[config.mk]
export PLATFORM = sky130hd
export DESIGN_NAME = rob_param
export DESIGN_NICKNAME = d
export VERILOG_FILES = /design/src/rtl/rob_param_pkg.sv /design/src/rtl/rob_retire_sel.sv /design/src/rtl/rob_param.sv
export SDC_FILE = /design/constraint.sdc
export NUM_CORES = 1
export LEC_CHECK = 0
export BUFFER_PORTS_ARGS = -buffer_cell sky130_fd_sc_hd__buf_2
export CAP_MARGIN = 20
export CORE_MARGIN = 2
export CORE_UTILIZATION = 55
export CTS_CLUSTER_DIAMETER = 80
export DETAILED_ROUTE_END_ITERATION = 6
export PLACE_DENSITY = 0.75
export SETUP_SLACK_MARGIN = 0.4
export SYNTH_ARGS = -nofsm -noshare
export SYNTH_HDL_FRONTEND = slang
export SYNTH_SLANG_ARGS = --single-unit
export TNS_END_PERCENT = 5
[constraint.sdc]
create_clock -name clk -period 9.32 [get_ports clk]
set_clock_uncertainty 0.05 [all_clocks]
set_input_delay 1.864 -clock clk [delete_from_list [all_inputs] [get_ports clk]]
set_output_delay 1.864 -clock clk [all_outputs]
set_load 0.03 [all_outputs]
[src/rtl/rob_param_pkg.sv]
// Shared types and constants for the parametrised reorder buffer.
package rob_param_pkg;

  localparam int unsigned PREG_W_DEF = 7;
  localparam int unsigned PC_W       = 32;

  typedef enum logic [1:0] {
    WB_ALU,
    WB_BR,
    WB_LD,
    WB_ST
  } wb_chan_e;

  typedef struct packed {
    logic                  valid;
    logic                  done;
    logic [PREG_W_DEF-1:0] pd_new;
    logic [PREG_W_DEF-1:0] pd_old;
    logic [PC_W-1:0]       pc;
  } rob_entry_t;

endpackage

[src/rtl/rob_retire_sel.sv]
// Retire lane selection: contiguous valid&&done prefix from head, capped by RETIRE_W and i_count.
module rob_retire_sel #(
  parameter int unsigned DEPTH    = 16,
  parameter int unsigned RETIRE_W = 2,
  localparam int unsigned TAG_W   = $clog2(DEPTH),
  localparam int unsigned RC_W    = $clog2(RETIRE_W + 1)
) (
  input  logic [DEPTH-1:0]    i_valid,
  input  logic [DEPTH-1:0]    i_done,
  input  logic [TAG_W-1:0]    i_head,
  input  logic [TAG_W:0]      i_count,
  output logic [RETIRE_W-1:0] o_retire_valid,
  output logic [RC_W-1:0]     o_retire_cnt
);

  always_comb begin
    logic             w_run;
    logic [TAG_W-1:0] w_idx;
    w_run          = 1'b1;
    w_idx          = '0;
    o_retire_valid = '0;
    o_retire_cnt   = '0;
    for (int unsigned k = 0; k < RETIRE_W; k++) begin
      w_idx = i_head + TAG_W'(k);
      w_run = w_run && i_valid[w_idx] && i_done[w_idx] && ((TAG_W+1)'(k) < i_count);
      o_retire_valid[k] = w_run;
      if (w_run) o_retire_cnt = o_retire_cnt + RC_W'(1);
    end
  end

endmodule

[src/rtl/rob_param.sv]
// Parametrised reorder buffer: allocate at tail, multi-channel completion, in-order multi-wide
// retire, tag squash. Optional completion checking via `define ROB_PARAM_WB_CHECK_EN.
module rob_param
  import rob_param_pkg::*;
#(
  parameter int unsigned DEPTH    = 16,
  parameter int unsigned NUM_WB   = 4,
  parameter int unsigned RETIRE_W = 2,
  parameter int unsigned PREG_W   = PREG_W_DEF,
  localparam int unsigned TAG_W   = $clog2(DEPTH)
) (
  input  logic                       clk,
  input  logic                       reset,
  input  logic                       alloc_valid,
  input  logic [PREG_W-1:0]          alloc_pd_new,
  input  logic [PREG_W-1:0]          alloc_pd_old,
  input  logic [31:0]                alloc_pc,
  output logic                       alloc_ready,
  output logic [TAG_W-1:0]           alloc_tag,
  input  logic [NUM_WB-1:0]          wb_valid,
  input  logic [NUM_WB*TAG_W-1:0]    wb_tag,
  input  logic                       br_mispredict,
  input  logic [TAG_W-1:0]           br_mispredict_tag,
  output logic                       mispredict,
  output logic [TAG_W-1:0]           mispredict_tag,
  output logic [RETIRE_W-1:0]        retire_valid,
  output logic [RETIRE_W*PREG_W-1:0] retire_pd_old,
  output logic [TAG_W-1:0]           head,
  output logic [TAG_W:0]             count,
  output logic                       wb_err
);

  localparam int unsigned RC_W = $clog2(RETIRE_W + 1);
  localparam logic [TAG_W:0] FULL = (TAG_W+1)'(DEPTH);

  logic [DEPTH-1:0]  r_valid;
  logic [DEPTH-1:0]  r_done;
  logic [PREG_W-1:0] r_pd_old [DEPTH];
  logic [PREG_W-1:0] r_pd_new [DEPTH];
  logic [31:0]       r_pc     [DEPTH];
  logic [TAG_W-1:0]  r_head;
  logic [TAG_W-1:0]  r_tail;
  logic [TAG_W:0]    r_count;
  logic              r_mispredict;
  logic [TAG_W-1:0]  r_mispredict_tag;

  logic [TAG_W-1:0]    w_br_age;
  logic [TAG_W:0]      w_br_span;
  logic [TAG_W:0]      w_ret_cap;
  logic [RETIRE_W-1:0] w_ret_valid;
  logic [RC_W-1:0]     w_ret_cnt;
  logic                w_alloc;
  logic [DEPTH-1:0]    w_valid_nxt;
  logic [DEPTH-1:0]    w_done_nxt;
  logic [TAG_W:0]      w_count_nxt;
  logic                w_unused;

  assign w_br_age  = br_mispredict_tag - r_head;
  assign w_br_span = {1'b0, w_br_age} + (TAG_W+1)'(1);
  // During a squash the retire window ends at the branch, so younger done entries are never freed.
  assign w_ret_cap = (br_mispredict && (w_br_span < r_count)) ? w_br_span : r_count;

  rob_retire_sel #(
    .DEPTH    (DEPTH),
    .RETIRE_W (RETIRE_W)
  ) u_retire_sel (
    .i_valid        (r_valid),
    .i_done         (r_done),
    .i_head         (r_head),
    .i_count        (w_ret_cap),
    .o_retire_valid (w_ret_valid),
    .o_retire_cnt   (w_ret_cnt)
  );

  assign alloc_ready    = (r_count < FULL) && !br_mispredict;
  assign w_alloc        = alloc_valid && alloc_ready;
  assign alloc_tag      = r_tail;
  assign head           = r_head;
  assign count          = r_count;
  assign mispredict     = r_mispredict;
  assign mispredict_tag = r_mispredict_tag;
  assign retire_valid   = w_ret_valid;

  always_comb begin
    retire_pd_old = '0;
    for (int unsigned k = 0; k < RETIRE_W; k++)
      retire_pd_old[k*PREG_W +: PREG_W] = r_pd_old[r_head + TAG_W'(k)];
  end

  always_comb begin
    logic [TAG_W-1:0] w_idx;
    logic [TAG_W-1:0] w_age;
    w_idx       = '0;
    w_age       = '0;
    w_valid_nxt = r_valid;
    w_done_nxt  = r_done;
    w_count_nxt = '0;
    for (int unsigned k = 0; k < RETIRE_W; k++) begin
      w_idx = r_head + TAG_W'(k);
      if (w_ret_valid[k]) w_valid_nxt[w_idx] = 1'b0;
    end
    if (br_mispredict) begin
      for (int unsigned i = 0; i < DEPTH; i++) begin
        w_age = TAG_W'(i) - r_head;
        if (w_age > w_br_age) w_valid_nxt[i] = 1'b0;
      end
    end
    // Checking the post-squash valid drops completions to squashed entries.
    for (int unsigned c = 0; c < NUM_WB; c++) begin
      w_idx = wb_tag[c*TAG_W +: TAG_W];
      if (wb_valid[c] && w_valid_nxt[w_idx]) w_done_nxt[w_idx] = 1'b1;
    end
    if (w_alloc) begin
      w_valid_nxt[r_tail] = 1'b1;
      w_done_nxt[r_tail]  = 1'b0;
    end
    for (int unsigned i = 0; i < DEPTH; i++)
      w_count_nxt = w_count_nxt + (TAG_W+1)'(w_valid_nxt[i]);
  end

  always_ff @(posedge clk or negedge reset) begin
    if (!reset) begin
      r_valid          <= '0;
      r_done           <= '0;
      r_head           <= '0;
      r_tail           <= '0;
      r_count          <= '0;
      r_mispredict     <= 1'b0;
      r_mispredict_tag <= '0;
    end else begin
      r_valid      <= w_valid_nxt;
      r_done       <= w_done_nxt;
      r_count      <= w_count_nxt;
      r_head       <= r_head + TAG_W'(w_ret_cnt);
      r_mispredict <= br_mispredict;
      if (br_mispredict) begin
        r_tail           <= br_mispredict_tag + TAG_W'(1);
        r_mispredict_tag <= br_mispredict_tag;
      end else if (w_alloc) begin
        r_tail <= r_tail + TAG_W'(1);
      end
    end
  end

  always_ff @(posedge clk) begin
    if (w_alloc) begin
      r_pd_old[r_tail] <= alloc_pd_old;
      r_pd_new[r_tail] <= alloc_pd_new;
      r_pc[r_tail]     <= alloc_pc;
    end
  end

  // pd_new and pc travel with the entry for downstream consumers not present in this slice.
  always_comb begin
    w_unused = 1'b0;
    for (int unsigned i = 0; i < DEPTH; i++)
      w_unused = w_unused ^ (^{r_pd_new[i], r_pc[i]});
  end

`ifdef ROB_PARAM_WB_CHECK_EN
  logic r_wb_err;
  logic w_wb_bad;

  always_comb begin
    logic [TAG_W-1:0] w_t;
    w_t      = '0;
    w_wb_bad = 1'b0;
    for (int unsigned c = 0; c < NUM_WB; c++) begin
      w_t = wb_tag[c*TAG_W +: TAG_W];
      if (wb_valid[c] && (!r_valid[w_t] || r_done[w_t])) w_wb_bad = 1'b1;
    end
  end

  always_ff @(posedge clk or negedge reset) begin
    if (!reset)        r_wb_err <= 1'b0;
    else if (w_wb_bad) r_wb_err <= 1'b1;
  end

  assign wb_err = r_wb_err;
`else
  assign wb_err = 1'b0;
`endif

endmodule

=== Yosys cells after proc, flatten, opt, wreduce, memory -nomap -nowiden ===
Memory sizes are Yosys's and may differ from the RTL's.
Cells that the tools add are included.

* $add $sub $neg: 38
* $lt $le $gt $ge: 34
* Multiplexer cells: 62
* Bitwise operators: 11
* Reductions and logical operators: 21

{| class="wikitable"
|+ Operators by type and width
! kind !! number
|-
| 16-bit two-way mux || 9
|-
| 16-bit OR || 5
|-
| 4-bit > comparator || 16
|-
| 5-bit by 1-bit adder with 5-bit output || 11
|-
| 16-bit bitwise AND || 3
|-
| 16-bit inverter || 3
|-
| 4-bit by 5-bit < comparator with 1-bit output (second input constant) || 7
|-
| 1-bit two-way mux || 34
|-
| 1-bit binary-select mux with 4-bit select || 8
|-
| 4-bit subtractor (first input constant) || 8
|-
| 1-bit demux with 4-bit select || 7
|-
| 4-bit by 1-bit greater-or-equal comparator with 1-bit output (second input constant) || 7
|-
| 1-bit logical AND || 19
|-
| 3-bit by 4-bit subtractor with 4-bit output (first input constant) || 4
|-
| 4-bit by 1-bit adder with 4-bit output (second input constant) || 3
|-
| 1-bit by 5-bit < comparator with 1-bit output (first input constant) || 2
|-
| 4-bit two-way mux || 2
|-
| 1-bit by 4-bit subtractor with 4-bit output (first input constant) || 2
|-
| 2-bit by 4-bit subtractor with 4-bit output (first input constant) || 2
|-
| 4-bit by 1-bit adder with 5-bit output || 1
|-
| 4-bit by 1-bit adder with 5-bit output (second input constant) || 1
|-
| 5-bit < comparator || 1
|-
| 5-bit < comparator (second input constant) || 1
|-
| 5-bit two-way mux || 1
|-
| other kinds (9) || 9
|}

* Flip-flop bits (word level): 50
* Memory bits (writable): 112
* Input port bits: 74
* Output and inout port bits: 36
* Memories: 1

{| class="wikitable"
|+ Memories
! memory !! depth !! width !! read ports !! clocked after Yosys merged registers in !! write ports !! RTL line !! source
|-
| r_pd_old || 16 || 7 || 2 || 0 || 1 || rob_param.sv:38 || <nowiki>logic [PREG_W-1:0] r_pd_old [DEPTH];</nowiki>
|}

=== Longest topological paths before layout ===
Gate-level depths: netlist of the first run.

* Word-level depth: 30
* Gate-level depth with buffers: 30

=== Hierarchy ===
Synthesis of the first run repeated with hierarchy kept, for this count alone.

* Cell total of the unflattened synthesis: 957
* Area total of the unflattened synthesis: 10909.2 sq um

{| class="wikitable"
|+ By module, submodules not included
! module !! times used !! cells an instance !! area each (sq um) !! seq. area each (sq um)
|-
| rob_param || 1 || 896 || 10482.6 || 4614.4
|-
| rob_retire_sel || 1 || 61 || 426.7 || 0.0
|}

=== Least setup slack after synthesis of the first run ===
No wires, ideal clock.

* Path type: reg2reg
* Start point: register r_head[1] (netlist: head[1])
* End point: register r_count[4] (netlist: count[4])
* Library setup time: 64 ps
* Arrival: 8362 ps
* Data required time: 9206 ps
* Path slack: 844 ps
* Stages on the path, launching flop included: 30
* Buffers on the path: 4
* Clock period less this slack: 8476 ps
* Path through: dfrtp_1 buf_4 clkbuf_1 clkbuf_1 inv_1 ha_1 nand3b_1 and3_1 buf_2 nor2_1 inv_1 nor3_1 ha_1 a211oi_2 o31ai_2 mux2i_4 a21oi_1 a31oi_1 or2_2 fa_1 fa_1 inv_1 fa_1 inv_1 fa_1 ha_1 inv_1 fa_1 nor2b_1 o21a_1

{| class="wikitable"
|+ RTL lines
! element !! RTL line !! source
|-
| from (decl) || rob_param.sv:41 || <nowiki>logic [TAG_W-1:0] r_head;</nowiki>
|-
| from (signal assigned) || rob_param.sv:134 || <nowiki>r_head <= r_head + TAG_W'(w_ret_cnt);</nowiki>
|-
| 4-bit subtractor || rob_param.sv:58 || <nowiki>assign w_br_age = br_mispredict_tag - r_head;</nowiki>
|-
| 4-bit by 1-bit adder with 5-bit output || rob_param.sv:59 || <nowiki>assign w_br_span = {1'b0, w_br_age} + (TAG_W+1)'(1);</nowiki>
|-
| 5-bit < comparator || rob_param.sv:61 || <nowiki>assign w_ret_cap = (br_mispredict && (w_br_span < r_count)) ? w_br_span : r_count;</nowiki>
|-
| 1-bit logical AND || rob_param.sv:61 ||
|-
| 5-bit two-way mux || rob_param.sv:61 ||
|-
| 1-bit by 5-bit < comparator with 1-bit output || rob_retire_sel.sv:25 || <nowiki>w_run = w_run && i_valid[w_idx] && i_done[w_idx] && ((TAG_W+1)'(k) < i_count);</nowiki>
|-
| 1-bit logical AND * || rob_retire_sel.sv:25 ||
|-
| net retire_valid[0] || rob_param.sv:26 || <nowiki>output logic [RETIRE_W-1:0] retire_valid,</nowiki>
|-
| 1-bit logical AND (3 in a row) || rob_retire_sel.sv:25 ||
|-
| 16-bit two-way mux * || rob_param.sv:100 || <nowiki>if (w_ret_valid[k]) w_valid_nxt[w_idx] = 1'b0;</nowiki>
|-
| 1-bit two-way mux || rob_param.sv:105 || <nowiki>if (w_age > w_br_age) w_valid_nxt[i] = 1'b0;</nowiki>
|-
| 16-bit two-way mux * || rob_param.sv:102 || <nowiki>if (br_mispredict) begin</nowiki>
|-
| 16-bit OR (no source line) || -- ||
|-
| 16-bit two-way mux * || rob_param.sv:113 || <nowiki>if (w_alloc) begin</nowiki>
|-
| net w_valid_nxt[11] || rob_param.sv:53 || <nowiki>logic [DEPTH-1:0] w_valid_nxt;</nowiki>
|-
| 5-bit by 1-bit adder with 5-bit output * (5 in a row) || rob_param.sv:118 || <nowiki>w_count_nxt = w_count_nxt + (TAG_W+1)'(w_valid_nxt[i]);</nowiki>
|-
| net w_count_nxt[4] || rob_param.sv:55 || <nowiki>logic [TAG_W:0] w_count_nxt;</nowiki>
|-
| to (signal assigned) || rob_param.sv:133 || <nowiki>r_count <= w_count_nxt;</nowiki>
|-
| to (decl) || rob_param.sv:43 || <nowiki>logic [TAG_W:0] r_count;</nowiki>
|}

Mark *: on every way through the listed nets, which the timed path passes. The rest lies on a longest branch. The select of a mux whose other input is x is not followed.
A chain may end at the register's enable or synchronous reset.

=== Worst setup path after layout of the first run ===
* Start point: input port br_mispredict_tag[0]
* End point: register r_count[4] (netlist: count[4])

* Cells in the longest elaborated chain, start to end: 30

{| class="wikitable"
|+ Ends and longest elaborated chain
! element !! RTL line !! source
|-
| from (decl) || rob_param.sv:23 || <nowiki>input logic [TAG_W-1:0] br_mispredict_tag,</nowiki>
|-
| 4-bit subtractor * || rob_param.sv:58 ||
|-
| 4-bit by 1-bit adder with 5-bit output || rob_param.sv:59 ||
|-
| 5-bit < comparator || rob_param.sv:61 ||
|-
| 1-bit logical AND || rob_param.sv:61 ||
|-
| 5-bit two-way mux || rob_param.sv:61 ||
|-
| 1-bit by 5-bit < comparator with 1-bit output || rob_retire_sel.sv:25 ||
|-
| 1-bit logical AND (4 in a row) || rob_retire_sel.sv:25 ||
|-
| 16-bit two-way mux || rob_param.sv:100 ||
|-
| [3 not listed] || -- ||
|-
| 16-bit two-way mux * || rob_param.sv:113 ||
|-
| net w_valid_nxt[0] || rob_param.sv:53 ||
|-
| 1-bit by 1-bit adder with 2-bit output * || rob_param.sv:118 ||
|-
| 2-bit by 1-bit adder with 3-bit output * || rob_param.sv:118 ||
|-
| 3-bit by 1-bit adder with 4-bit output * || rob_param.sv:118 ||
|-
| 4-bit by 1-bit adder with 5-bit output * || rob_param.sv:118 ||
|-
| 5-bit by 1-bit adder with 5-bit output * (11 in a row) || rob_param.sv:118 ||
|-
| net w_count_nxt[4] || rob_param.sv:55 ||
|}

Mark *: on every way through the listed nets, which the timed path passes. The rest lies on a longest branch.

==> flow_metrics.tcl, run 1 <==
set metrics [dict create \
    crit_path_end_kind "flop" \
    r2r_end "count[4]" \
    initial_core_util 0.565 \
    max-clock-path-buffers 2 \
    setup_viol 0 \
    pre_cts_ws_ns 0.291 \
    diodes 0 \
    path_class "input port to flop" \
    r2r-start "head[0]" \
    syn_area_um2 10600 \
    leakage_nw 4.54 \
    numCtsBuffers 17 \
    fin_crit_sh 0.905 \
    max_freq_mhz 119 \
    avgSynthCellArea_um2 12.2 \
    cts_tree "yes" \
    whs_path_depth 1 \
    fillerInstances 1412 \
    areaGrowthSynthToFinish_pct 12.9 \
    hp-class "flop to flop" \
    max_stage_delay_ns 0.59 \
    seqPwrFrac 0.219 \
    p_switching_w 0.00218 \
    grt_pass1_wl_um 47800 \
    grt_pass1_vias 7917 \
    layout-drive-gt1-share 0.273 \
    dp.cells 1190 \
    ys_seq_area_frac 0.433 \
    crit_fanout 9 \
    max_slew_margin 0.329 \
    nNetsFinal 1090 \
    yosys_warnings 0 \
    port_buffers 69 \
    power_frac_clock 0.156 \
    ant_nets 0 \
    syn_nets 1011 \
    min_to "mispredict_tag[3]" \
    fp.dieH_um 143 \
    timing.final.max_slew_violations 0 \
    grt_overflow 0 \
    synth_top_cell_area_share 0.316 \
    core_area_um2 18800 \
    final-hold-violation-count 0 \
    cts.sinks 162 \
    pin_count 110 \
    grt_start_max_net_pins 55 \
    status "completed" \
    place_congestion 0.991 \
    fp-row-count 50 \
    p_int_w 0.00243 \
    drc 0 \
    post_dp_cell_area_um2 11400 \
    worst_slack_ns 0.882 \
    antenna_found_initial 0 \
    fin_cells 1223 \
    grtUsageTotal 0.324 \
    drtPass1Iterations 5 \
    multi_input_area_um2 5660 \
    final-seq-area_um2 4620 \
    synthArstFlopShare 0.309 \
    synth-seq-cells 162 \
    post-route-cell-area_um2 12000 \
    synth_edf_count 112 \
    routed_wl_um 31800 \
    synthDistinctLibCells 87 \
    ir_drop_mv 0.286 \
    synth_area_leaders "edfxtp_1, mux4_2, dfrtp_1, ha_1, fa_1" \
    drtIter0Drc 885 \
    fin_hold_ws_ns 0.460 \
    cp.required_ns 9.65 \
    clkTransAtPathRegs_ns 0.07 \
    p_per_area_nw_per_um2 383 \
    crit_slowest_cell "fa_1" \
    cts_root_buf "clkbuf_16" \
    rrSetupSlack_ns 1.61 \
    syn_inst 871 \
    die_area_um2 20500 \
    rsz0062_at_grt "no" \
    power_frac_comb 0.625 \
    fp.dieW_um 143 \
    swShare 0.474 \
    min_from "mispredict_tag[3]" \
    rr_worst_depth 22 \
    yosysTopAreaCell "edfxtp_1" \
    worst-slew-pin-transition_ns 1.00 \
    crit_path_start_kind "input port" \
    ys.flop_type "edfxtp_1" \
    viasPerCell 6.78 \
    vias 8290 \
    insertion_delay_ns 0.45 \
    min_period_ns 8.44 \
    cts_htree_levels 4 \
    crit_arrival_ns 8.77 \
    hpwl_um 21900 \
    maxCapViolCount 0 \
    routedWlPerCell_um 26.0 \
    fin_setup_tns_ns 0 \
]
## worst max path at each step
stage / slack (ns) / from / depth (start not counted) / endpoint
after CTS: 0.72 / br_mispredict_tag[0] / 26 / count[4]
after global placement: 0.39 / br_mispredict_tag[0] / 27 / count[4]
after floorplan: 0.84 / head[1] / 29 / count[4]
after detailed placement: 0.29 / br_mispredict_tag[0] / 27 / count[4]
after global routing: 0.46 / br_mispredict_tag[0] / 28 / count[4]
final: 0.88 / br_mispredict_tag[0] / 27 / count[4]
## synthesized netlist by cell type (all sizes together), types with 4 or more instances
| cell type | n |
|---|---|
| or2 | 15 |
| and2 | 5 |
| mux2i | 4 |
| a21o | 7 |
| nand2b | 14 |
| edfxtp | 112 |
| nor3 | 21 |
| fa | 13 |
| nand3 | 21 |
| nor2b | 13 |
| inv | 53 |
| a221oi | 5 |
| nand4b | 6 |
| o21a | 9 |
| o22ai | 17 |
| mux4 | 72 |
| nor4 | 4 |
| nand4 | 16 |
| nand2 | 49 |
| nor2 | 45 |
| clkbuf | 17 |
| and3 | 6 |
| and3b | 5 |
| xor2 | 9 |
| o221ai | 4 |
| nand3b | 6 |
| o21ai | 37 |
| dfrtp | 50 |
| xnor2 | 13 |
| buf | 25 |
| a41o | 4 |
| o31ai | 8 |
| a21oi | 39 |
| ha | 53 |
| a211oi | 15 |
| a311oi | 4 |
| a31oi | 14 |
## flip-flops by register name, indices dropped and copies added, names as in the netlist
register        cells
r_pd_old          112
r_done             16
r_valid            16
count               5
alloc_tag           4
head                4
mispredict_tag      4
mispredict          1
## layout make-up
type	instances	share of cell area
clock inverters	15	0.0160
flip-flops and latches	162	0.384
well taps	260	0.0271
inverters	54	0.0169
clock buffers	17	0.0354
repair buffers	102	0.0497
multi-input cells	613	0.471
## critical path, delay by kind of cell
kind	cells	cell delay (ns)
adders and majority gates	10	3.86
AOI/OAI and AO/OA	5	1.25
buffers and inverters	8	0.76
and+or+nand+nor	3	0.73
muxes	1	0.27
## per-layer routing
layer	up-vias	part of all wire	track usage
met5	-	0	0.0201
met4	0	0.042	0.142
met3	82	0.098	0.0768
met2	473	0.47	0.504
met1	4155	0.39	0.434
li1	3580	-	-
## cell families after synthesis
kind of cell               after synthesis  share of synthesized area
buffers and inverters                   96                     0.0385
xor gates and xnor gates                22                     0.0188
DFF                                    162                      0.433
adders and majority gates               68                     0.0886
other                                    1                   0.000352
AOI/OAI and AO/OA                      199                      0.133
and+or+nand+nor                        244                      0.127
muxes                                   79                      0.160
## power by group through the flow
stage	Combinational [W]	Clock, W	Sequential (W)
after floorplan	0.00214	0	0.000971
after global placement	0.00277	0	0.00101
after detailed placement	0.00282	0	0.00102
after CTS	0.00284	0.000725	0.00100
after global routing	0.00314	0.000752	0.00102
final	0.00288	0.000719	0.00101
## stage by stage
| stage | util | power (W) |
|---|---|---|
| 2_1_floorplan | - | 0.00311 |
| 3_3_place_gp | 0.604 | 0.00379 |
| 3_5_place_dp | 0.604 | 0.00384 |
| 4_1_cts | 0.637 | 0.00456 |
| 5_1_grt | 0.638 | 0.00491 |
| 6_report | 0.638 | 0.00461 |
## cell usage in the layout (no fill, tap or decap), types with 9 or more instances in the layout
cell type / Yosys / layout
a211oi_1: 9 / 9
a21oi_1: 38 / 37
a31oi_1: 14 / 14
buf_2: 10 / 69
buf_4: 6 / 32
clkbuf_16: 0 / 17
dfrtp_1: 50 / 48
edfxtp_1: 112 / 112
fa_1: 13 / 13
ha_1: 53 / 52
inv_1: 51 / 51
mux4_2: 72 / 72
nand2_1: 48 / 48
nand2b_1: 14 / 14
nand3_1: 21 / 21
nand4_1: 16 / 16
nor2_1: 45 / 45
nor2b_1: 13 / 13
nor3_1: 20 / 16
o21a_1: 9 / 9
o21ai_0: 36 / 36
o22ai_1: 17 / 17
or2_2: 15 / 15
xnor2_1: 13 / 13
## timing repair
item	CTS	global route
hold buffers	0	0
setup endpoints to repair	0	3
resized for setup	0	2
buffers inserted	0	0
(Power assumes the default switching activity.)
==> run 2, diff against run 1 <==
Settings changed: REMOVE_ABC_BUFFERS set to 1.
==> run 2 against run 1 <==
  * Flip-flop and latch count is the same
  * Global-route usage grew 0.69 points
  * Critical path type unchanged
  * Sequential power is essentially flat
  * Clock-buffer cell count is the same
  * Clock power grew 2%
  * Maximum frequency shrank 1.7%
  * Largest power group unchanged
  * First-iteration DRC count grew 14%
  * Non-clock buffer count shrank 2
  * Cell area grew 0.11%
  * Wire length grew 1.7%
  * Total power grew 0.77%
==> flow_metrics.tcl, run 2 (synthesis results as in run 1) <==
set metrics [dict create \
    drtIter0Drc 1010 \
    power_frac_clock 0.158 \
    post_dp_cell_area_um2 11300 \
    pre_cts_ws_ns 0.239 \
    areaGrowthSynthToFinish_pct 13.0 \
    max_slew_margin 0.357 \
    pin_count 110 \
    whs_path_depth 1 \
    nNetsFinal 1088 \
    viasPerCell 6.72 \
    die_area_um2 20500 \
    status "completed" \
    cts_htree_levels 4 \
    top_register "r_pd_old" \
    max_freq_mhz 117 \
    setup_viol 0 \
    initial_core_util 0.565 \
    path_class "input port to flop" \
    largest_reg_flops 112 \
    drc 0 \
    hp-class "flop to flop" \
    max-clock-path-buffers 2 \
    grt_pass1_vias 7930 \
    rr_worst_depth 25 \
    drtPass1Iterations 7 \
    post_cts_buffers 0 \
    vias 8208 \
    worst_slack_ns 0.739 \
    final_cell_mix "edfxtp_1, mux4_2, buf_2, ha_1, inv_1" \
    crit_path_start_kind "input port" \
    port_buffers 69 \
    cts_resized 0 \
    clkTransAtPathRegs_ns 0.07 \
    p_switching_w 0.00222 \
    hpwl_um 22600 \
    numCtsBuffers 17 \
    fp.dieW_um 143 \
    fin_crit_sh 0.921 \
    final-hold-violation-count 0 \
    core_area_um2 18800 \
    p_per_area_nw_per_um2 386 \
    ant_nets 0 \
    reg.largest.list "r_pd_old x112, r_done x16, r_valid x16" \
    post-route-cell-area_um2 12000 \
    final_common_cell "edfxtp_1" \
    place_congestion 1.02 \
    diodes 0 \
    worst-slew-pin-transition_ns 0.964 \
    layout-drive-gt1-share 0.272 \
    crit_fanout 10 \
    fp.dieH_um 143 \
    grt_pass1_wl_um 49100 \
    crit_arrival_ns 8.91 \
    crit_path_end_kind "flop" \
    cts.sinks 162 \
    cp.required_ns 9.65 \
    seqPwrFrac 0.211 \
    maxCapViolCount 0 \
    grt_overflow 0 \
    cts_hold_buffers 0 \
    power_frac_comb 0.631 \
    ir_drop_mv 0.238 \
    leakage_nw 4.55 \
    p_int_w 0.00242 \
    timing.final.max_slew_violations 0 \
    insertion_delay_ns 0.44 \
    min_period_ns 8.58 \
    routedWlPerCell_um 26.5 \
    routed_wl_um 32300 \
    fp-row-count 50 \
    rsz0062_at_grt "no" \
    cts_tree "yes" \
    grt_start_max_net_pins 79 \
    swShare 0.478 \
    cts_root_buf "clkbuf_16" \
    grtUsageTotal 0.331 \
    antenna_found_initial 0 \
]
run 2: cell types whose count changed in the layout (fill, tap and decap cells not counted), sizes merged:
cell	previous run	this run
bufinv	1	0
buf	102	100
inv	58	60
clkinvlp	2	0
clkinv	8	9
run 2: power groups by stage:
stage	combinational [W]	sequential (W)	clock, W
2_1_floorplan	0.00202	0.00106	0
3_3_place_gp	0.00279	0.000989	0
3_5_place_dp	0.00285	0.000988	0
4_1_cts	0.00288	0.000973	0.000735
5_1_grt	0.00318	0.000985	0.000764
6_report	0.00293	0.000981	0.000733
run 2: critical path, stage by stage:
cell and delay, ns:
buf_2 0.13, inv_1 0.05, ha_1 0.23, fa_1 0.69
inv_1 0.10, ha_1 0.21, nor2_1 0.19, nor2_1 0.10
ha_1 0.32, nor2_1 0.08, o31ai_2 0.40, mux2i_4 0.51
buf_4 0.25, nor3_1 0.08, a221oi_1 0.47, a21o_1 0.27
fa_1 0.45, fa_1 0.50, inv_1 0.06, fa_1 0.53
inv_1 0.05, fa_1 0.48, ha_1 0.17, inv_1 0.05
fa_1 0.40, nor2b_1 0.14, o21a_1 0.14
run 2: layout make-up:
class	count	area (um2)
inverters	54	203
well taps	260	325
clock buffers	17	425
clock inverters	15	199
fillers	1471	6800
multi-input cells	613	5650
flip-flops and latches	162	4620
repair buffers	100	609
run 2: final timing paths:
kind	from	endpoint	slack, ns
setup / recovery	br_mispredict_tag[0]	count[4]	0.74
hold / removal	mispredict_tag[2]	mispredict_tag[2]	0.45
setup reg to reg	head[0]	count[4]	1.78
hold reg to reg	mispredict_tag[2]	mispredict_tag[2]	0.45
max in group asynchronous	reset	head[0]	7.22
min in group asynchronous	reset	alloc_tag[3]	1.49
run 2: metal layers:
metal  up-vias  part of all wire  GRT usage
met5         -                 0          0
met3        72              0.10     0.0822
met4         0             0.031      0.128
li1       3572                 -          -
met1      4038              0.40      0.457
met2       526              0.46      0.508
run 2: stage by stage:
stage,setup TNS [ns],power [W],util,hold slack [ns],instances
2_1_floorplan,-0.225,0.00308,-,0.459,829
3_3_place_gp,0,0.00378,0.602,0.434,1184
3_5_place_dp,0,0.00384,0.603,0.441,1185
4_1_cts,0,0.00459,0.636,0.458,1217
5_1_grt,0,0.00493,0.639,0.475,1221
6_report,0,0.00464,0.639,0.453,1221
==> run 3, diff against run 2 <==
Settings changed: RECOVER_POWER set to 100.
==> run 3 against run 2 <==
  * The run now ends with max-capacitance violations, max-slew violations left
  * Sequential share of layout area rose by 0.59 points
  * Clock-buffer cell count did not move
  * Final cell count did not move
  * Global-route usage did not move
  * Wire length rose by 0.29%
  * Worst hold slack improved by 0.0048 ns
  * Critical path type unchanged
==> flow_metrics.tcl, run 3 (synthesis results as in run 1) <==
set metrics [dict create \
    final-seq-area_um2 4620 \
    fin_cells 1221 \
    drc 0 \
    power_w 0.00460 \
    routedWlPerCell_um 26.6 \
    multi_input_area_um2 5580 \
    fp-row-count 50 \
    crit_path_end_kind "flop" \
    largest_reg_flops 112 \
    die_area_um2 20500 \
    min_period_ns 8.79 \
    grt_overflow 0 \
    crit_end "count[4]" \
    vias 8292 \
    crit_fanout 10 \
    fp.dieH_um 143 \
    clkTransAtPathRegs_ns 0.07 \
    core_area_um2 18800 \
    p_per_area_nw_per_um2 389 \
    fin_crit_sh 0.943 \
    final_common_cell "edfxtp_1" \
    initial_core_util 0.565 \
    timing.final.max_slew_violations 85 \
    violations "max-capacitance violations, max-slew violations" \
    leakage_nw 4.35 \
    grtUsageTotal 0.331 \
    diodes 0 \
    place_congestion 1.02 \
    insertion_delay_ns 0.44 \
    cp.required_ns 9.65 \
    path_class "input port to flop" \
    final-hold-violation-count 0 \
    max_freq_mhz 114 \
    r2r_end "count[4]" \
    grt_start_max_net_pins 79 \
    worst-slew-pin-transition_ns 2.92 \
    drtIter0Drc 1082 \
    grt_pass1_vias 7930 \
    routed_wl_um 32400 \
    reg.largest.list "r_pd_old x112, r_done x16, r_valid x16" \
    pin_count 110 \
    crit_arrival_ns 9.11 \
    grt_pass1_wl_um 49100 \
    max_stage_delay_ns 0.60 \
    port_buffers 69 \
    antenna_found_initial 0 \
    fillerInstances 1520 \
    layout-drive-gt1-share 0.199 \
    crit_start "br_mispredict_tag[0]" \
    rrSetupSlack_ns 1.19 \
    cts_tree "yes" \
    fin_setup_tns_ns 0 \
    dp.cells 1185 \
    crit_slowest_cell "fa_1" \
    nNetsFinal 1088 \
    cts_htree_levels 4 \
    ant_nets 0 \
    status "finished with violations" \
    hp-class "flop to flop" \
    max-clock-path-buffers 2 \
    setup_viol 0 \
    drtPass1Iterations 6 \
    r2r-start "head[2]" \
    cts.sinks 162 \
    fp.dieW_um 143 \
    areaGrowthSynthToFinish_pct 11.2 \
    viasPerCell 6.79 \
    top_register "r_pd_old" \
    numCtsBuffers 17 \
    crit_path_start_kind "input port" \
    max_slew_margin -0.948 \
    rr_worst_depth 19 \
    ir_drop_mv 0.235 \
    hpwl_um 22600 \
    post_cts_buffers 0 \
    cts_root_buf "clkbuf_16" \
    maxCapViolCount 3 \
    rsz0062_at_grt "no" \
    final_cell_mix "edfxtp_1, mux4_2, clkbuf_1, inv_1, ha_1" \
]
## run 3: cell types whose count changed in the layout (fill, tap and decap cells not counted), sizes merged
cell / before / now
buf: 100 / 45
clkbuf: 17 / 72
## run 3: worst min-delay path by stage
stage | start | end | slack [ns] | cells past startpoint
after floorplan | r_done[5] | r_done[5] | 0.46 | 2
after global placement | mispredict_tag[2] | mispredict_tag[2] | 0.43 | 1
after global routing | mispredict_tag[2] | mispredict_tag[2] | 0.49 | 1
after detailed placement | mispredict_tag[2] | mispredict_tag[2] | 0.44 | 1
final | mispredict_tag[2] | mispredict_tag[2] | 0.46 | 1
after CTS | mispredict_tag[2] | mispredict_tag[2] | 0.46 | 1
## run 3: stage by stage
stage                      util  instance area [um2]  hold WS (ns)  setup WS, ns
after floorplan               -                10400         0.459       -0.0968
after global placement    0.602                11300         0.434         0.296
after detailed placement  0.603                11300         0.441         0.239
after CTS                 0.636                12000         0.458         0.654
after global routing      0.629                11800         0.491         0.212
final                     0.629                11800         0.458         0.533
## run 3: per-layer routing
layer	vias to the layer above	track usage	share of wire
li1	3585	-	-
met1	4129	0.457	0.40
met2	512	0.508	0.46
met3	66	0.0822	0.11
met4	0	0.128	0.029
met5	-	0	0
## run 3: layout make-up
cell class,count,share of cell area
clock inverters,15,0.0168
repair buffers,100,0.0414
clock buffers,17,0.0359
well taps,260,0.0275
inverters,54,0.0171
multi-input cells,613,0.471
flip-flops and latches,162,0.390
## run 3: repair_timing
action,in CTS,in global routing
gates resized for setup,0,1
setup endpoints to repair,0,4
hold buffers,0,0
## run 3: power by group
group	internal [W]	switching, W	total [W]
sequential	0.000866	0.000112	0.000978
clock	0.000369	0.000363	0.000733
combinational	0.00115	0.00174	0.00289
total	0.00239	0.00221	0.00460
## run 3: critical path: cells and delay by family
kind                       cells  cell delay, ns
AOI/OAI and AO/OA              5            1.41
adders and majority gates     10            3.90
buffers and inverters          8            0.84
muxes                          1            0.30
and+or+nand+nor                3            0.78
